--- src/rtl/aes_out_route.sv ---
// rtl/aes_out_route.sv - captures an AES result block, streams it out as words and drives the chain select
module aes_out_route #(
  parameter int WORD_W = 32
) (
  input  logic              clk,
  input  logic              rst,
  input  logic              aes_done,
  input  logic [127:0]      aes_out,
  input  logic              chain_en,
  input  logic              out_ready,
  output logic [WORD_W-1:0] out_data,
  output logic              out_valid,
  output logic              d_tk,
  output logic              busy,
  output logic [7:0]        blk_cnt,
  output logic              overrun
);

  localparam int NWORDS = 128 / WORD_W;
  localparam int IDX_W  = (NWORDS > 1) ? $clog2(NWORDS) : 1;
  localparam logic [IDX_W-1:0] LAST_IDX = IDX_W'(NWORDS - 1);

  localparam logic [0:0] IDLE = 1'b0;
  localparam logic [0:0] SEND = 1'b1;

  logic [0:0]       state;
  logic [127:0]     buffer;
  logic [IDX_W-1:0] idx;
  logic             handshake;
  logic             last_word;

  // Word 0 is the most significant slice of the block.
  logic [WORD_W-1:0] words [NWORDS];

  for (genvar i = 0; i < NWORDS; i++) begin : g_words
    assign words[i] = buffer[127 - i*WORD_W -: WORD_W];
  end

  assign out_data  = words[idx];
  assign out_valid = (state == SEND);
  assign busy      = (state == SEND);
  assign handshake = out_valid && out_ready;
  assign last_word = (idx == LAST_IDX);

  always_ff @(posedge clk) begin
    if (rst) begin
      state   <= IDLE;
      buffer  <= '0;
      idx     <= '0;
      d_tk    <= 1'b0;
      blk_cnt <= 8'd0;
      overrun <= 1'b0;
    end else begin
      case (state)
        IDLE: begin
          if (aes_done) begin
            buffer  <= aes_out;
            idx     <= '0;
            d_tk    <= chain_en;
            blk_cnt <= blk_cnt + 8'd1;
            state   <= SEND;
          end
        end
        SEND: begin
          if (handshake && last_word) begin
            // A result arriving on the final handshake is taken back-to-back, not dropped.
            idx <= '0;
            if (aes_done) begin
              buffer  <= aes_out;
              d_tk    <= chain_en;
              blk_cnt <= blk_cnt + 8'd1;
            end else begin
              state <= IDLE;
            end
          end else begin
            if (handshake) begin
              idx <= idx + 1'b1;
            end
            if (aes_done) begin
              overrun <= 1'b1;
            end
          end
        end
        default: begin
          state <= IDLE;
          idx   <= '0;
        end
      endcase
    end
  end

endmodule

--- config.mk ---
export PLATFORM = sky130hd
export DESIGN_NAME = aes_out_route
export DESIGN_NICKNAME = d
export VERILOG_FILES = /design/src/rtl/aes_out_route.sv
export SDC_FILE = /design/constraint.sdc
export NUM_CORES = 1
export LEC_CHECK = 0
export BUFFER_PORTS_ARGS = -buffer_cell sky130_fd_sc_hd__buf_2
export CAP_MARGIN = 20
export CORE_MARGIN = 1.5
export CORE_UTILIZATION = 56
export DETAILED_ROUTE_END_ITERATION = 10
export PLACE_DENSITY = 0.85
export SETUP_SLACK_MARGIN = 0.05
export SYNTH_ARGS = -nofsm -noshare
export SYNTH_HDL_FRONTEND = slang
export SYNTH_SLANG_ARGS = --single-unit
--- constraint.sdc ---
create_clock -name clk -period 3.41 [get_ports clk]
set_input_delay 0.1705 -clock clk [delete_from_list [all_inputs] [get_ports clk]]
set_output_delay 0.1705 -clock clk [all_outputs]
set_load 0.005 [all_outputs]
# == Yosys cells after proc, flatten, opt, wreduce, memory -nomap -nowiden ==
# Index checks and enable logic that the tools add are counted.
# totals
regBits,141
in_bits,133
word_cells,39
# op_classes
n_addsub,2
n_lt_le_gt_ge,1
n_eq_ne,4
n_mux,19
n_bitwise,3
reduce_logical,4
# ops
operator,n
$mux 128,2
$pmux 128 s2,1
$bmux 32 s2,1
$mux 32,2
$mux 8,2
$pmux 8 s2,1
$add 8x1->8 const B,1
$mux 2,3
$mux 1,4
$pmux 1 s2,2
$pmux 2 s2,1
$ge 3x3->1 const B,1
$ne 3x1->1 const B,1
$not 2->3,1
$reduce_and 3->1,1
$add 2x1->2 const B,1
$eq 2x2->1 const B,1
$logic_and 1x1->1,2
$ne 2x1->1 const B,1
$ne 2x2->1 const B,1
$not 1->1,2
$reduce_and 2->1,1

# == Depth between registers and ports, before layout ==
# depth
depth_word,4
mapped_depth,7
mapped_depth_nobuf,4

# == Worst setup path after synthesis ==
# OpenSTA, ideal clock, no wires.
# synth_timing
path_type,reg-to-output
startpoint,register idx[0]
endpoint,output port out_data[10]
t_arrival_ns,1.310
path_slack_ns,1.930
stages_incl_launch_ff,4
path_cell_list,dfxtp_1 buf_4 buf_2 mux4_2
# synth_via
elab_chain_cells,4
# synth_lines
element,line_no,text
"start, declared",28,logic [IDX_W-1:0] idx;
"start signal, assigned",77,idx <= idx + 1'b1;
$not 2->3 (not written as such),39,assign out_data = words[idx];
$bmux 32 s2,39,
$mux 32 (not written as such) (2 in a row),39,
"end, declared",11,"output logic [WORD_W-1:0] out_data,"
# Every way passes these cells. The select of a mux whose other input is x is not followed.

# == Worst setup path in the final report ==
# layout_timing
startpoint,register idx[0]
endpoint,output port out_data[2]
# The elaborated chain is that of the path after synthesis.

==> impl_metrics.toml <==
[place]
place_inst = 930
place_area_mm2 = 0.00693
dp_hpwl_um = 10300
place_congestion = 0.840
pre_cts_ws_ns = 1.37
port_buffers = 176

[grt]
grt_usage_pct = 39.8
grt_max_degree = 137
first_global_vias = 6954
grt_overflow = 0
grt_pass1_wl_um = 35400
antenna_found_initial = 3

[logic_synthesis]
ys_types = 26
yosys_warnings = 0
syn_avg_cell_area_um2 = 8.93
synth_cells = 690
syn_nets = 825
synth_area_mm2 = 0.00616
ys_seq_elements = 141
yosysSeqAreaShare_pct = 45.8

[timing]
tns_ns = 0
skew_ns = 0.0107
max_freq_ghz = 0.426
rsz0062_at_grt = "false"
tightest_slew_ns = 1.03
relSlewSlack_pct = 31.6
slew_viol_final = 0
fin_ws_ns = 1.06
period_share_pct = 68.8
period_needed_ns = 2.35
finalHoldViolCount = 0
finalSetupViolCount = 0

[clock_network]
clkSlewWorstSetupHoldPaths_ns = 0.06
htree_num_levels = 4
cts_buffer_depth = 2
cts_root_buf = "clkbuf_8"
tritoncts = "done"
clock-sinks = 141
numCtsBuffers = 17
clkLatencyLatePin_ns = 0.54
cts_resized = 0

[min_path]
min_from = "out_ready"
hold_depth = 3
holdPathEnd = "idx[1]$_SDFFE_PP0P_"
worstHoldPathType = "input pin to flip-flop"

[worst_setup_path]
worst_ep_arrival_time_ns = 2.17
path_buf_inv = 2
rr_endpoint = "buffer[126]$_SDFFE_PP0P_"
cp_top_family = "buffers and inverters"
critical_path.cell_chain = "buf_4 -> mux4_2 -> buf_2"
crit_path_max_fanout = 34
reg2reg_from = "idx[0]$_SDFFE_PP0P_"
crit_slowest_cell = "mux4_2"
path_class = "flip-flop to output port"
cpPeakStageDelay_ns = 0.62
rrSetupSlack_ns = 1.15
rr_worst_depth = 5
cp-end-kind = "output port"
required_ns = 3.24
start_kind = "flip-flop"

[drt]
drc_errors = 0
met2WireLength_um = 11100
wl_per_cell_um = 20.7
drt-total-wl_um = 22600
final_antenna_net_count = 0
drtIter0Drc = 896
top_layer = "met4"
wl_met1_um = 7970
met3_length_um = 2080
drt_first_pass_iters = 8
vias = 7093
avgViaCountPerCell = 6.48

[power_and_ir_drop]
ir_drop_uv = 375
power_density_mw_per_mm2 = 489
total_power_mw = 4.33
leakagePower_nw = 3.51

[floorplanning]
fp-row-count = 38
fp.dieH_um = 108
io_pins = 177
core_area_mm2 = 0.0108
die-area_mm2 = 0.0116
die_x_um = 108
start_util_pct = 57.1

[layout]
nets = 1074
synthToLayoutAreaGrowth_pct = 43.8
stdcell_count = 1095
final_area_mm2 = 0.00886
drive_gt1_share_pct = 26.7

[flow_run]
drv_cap = 0

[run_status]
status = "finished clean"
worst max path at each step:
stage                             start                        to  slack (ns)  cells past startpoint
finish              idx[0]$_SDFFE_PP0P_               out_data[2]        1.06                      3
global route        idx[0]$_SDFFE_PP0P_  buffer[124]$_SDFFE_PP0P_        0.92                      5
global placement    idx[0]$_SDFFE_PP0P_  buffer[124]$_SDFFE_PP0P_        1.44                      5
detailed placement  idx[0]$_SDFFE_PP0P_   buffer[26]$_SDFFE_PP0P_        1.37                      5
CTS                 idx[0]$_SDFFE_PP0P_               out_data[5]        1.07                      3
floorplan           idx[0]$_SDFFE_PP0P_              out_data[10]        1.93                      3
where the power goes:
group	internal, mW	switching (mW)	leakage [nW]
registers	1.74	0.0501	1.16
clock network	1.22	0.716	0.302
logic	0.292	0.314	2.05
per-layer routing:
| metal | up-vias | global-route usage (%) |
|---|---|---|
| met5 | - | 0 |
| met1 | 3332 | 45.7 |
| met4 | 0 | 24.0 |
| met2 | 577 | 66.3 |
| met3 | 143 | 11.0 |
| li1 | 3041 | - |
synthesized netlist by cell type:
cell	number	area share, %
inv_4	1	0.10
buf_1	9	0.55
o31ai_1	3	0.37
buf_6	1	0.18
nor4_1	1	0.10
o21ai_0	131	11
mux2_2	2	0.37
nand2_1	1	0.061
buf_2	33	2.7
nor3_1	1	0.081
mux4_2	32	12
nand3_1	135	11
nor2_1	7	0.43
clkbuf_1	36	2.2
nor2b_1	3	0.30
or3_1	1	0.10
dfxtp_1	141	46
a21oi_1	136	11
ha_1	2	0.41
or4_1	3	0.37
a21bo_2	1	0.16
mux2i_1	1	0.16
a21boi_2	1	0.18
a32oi_1	2	0.28
mux2_1	1	0.18
buf_4	5	0.61
layout by cell type (no fill, tap or decap), drive strengths merged, types with 3 or more instances in the layout:
cell type	synthesis	routed
buf	48	185
dfxtp	141	141
a21oi	136	136
nand3	135	135
o21ai	131	131
dlygate4sd3	0	129
mux4	32	32
clkbuf	36	21
nor2	7	7
clkinv	0	6
bufinv	0	4
diode	0	3
o31ai	3	3
or4	3	3
nor2b	3	3
mux2	3	3
flip-flops by register name, summed over array words and instances (netlist names):
signal / flops
busy: 1
buffer: 128
blk_cnt: 8
d_tk: 1
overrun: 1
idx: 2
per-stage QoR:
| stage | hold WS, ns | util (%) |
|---|---|---|
| 5_1_grt | 0.0628 | 82.1 |
| 3_5_place_dp | 0.430 | 64.2 |
| 2_1_floorplan | 0.318 | - |
| 4_1_cts | 0.0339 | 81.9 |
| 3_3_place_gp | 0.424 | 64.2 |
| 6_report | 0.0344 | 82.1 |
worst min-delay path, delay by kind of cell:
| kind | cells | cell delay [ns] |
|---|---|---|
| and+or+nand+nor | 1 | 0.09 |
| buffers and inverters | 1 | 0.16 |
| AOI/OAI and AO/OA | 1 | 0.11 |
final cells by class:
cell class                      instances  area [um2]
Multi-Input combinational cell        464        2970
Sequential cell                       141        2830
Timing Repair Buffer                  314        2270
Fill cell                             621        1930
Clock buffer                           21         449
Tap cell                              140         175
Clock inverter                         11         165
Antenna cell                            3        7.51
Inverter                                1        6.26
repair_timing:
action,in CTS,in global routing
setup buffers,0,0
hold buffers,129,0
endpoints found under the hold margin,129,0
cells by family (layout without fill, tap and decap cells):
family,after synthesis,in the layout,share of synthesized area (%)
other,0,3,0
buffers and inverters,85,347,6.31
flip-flops,141,141,45.8
AO/OA/AOI/OAI,274,274,22.7
AND/OR/NAND/NOR,152,152,12.4
multiplexers,36,36,12.4
adder cells (fa/ha/maj),2,2,0.406
(Power assumes the default switching activity.)
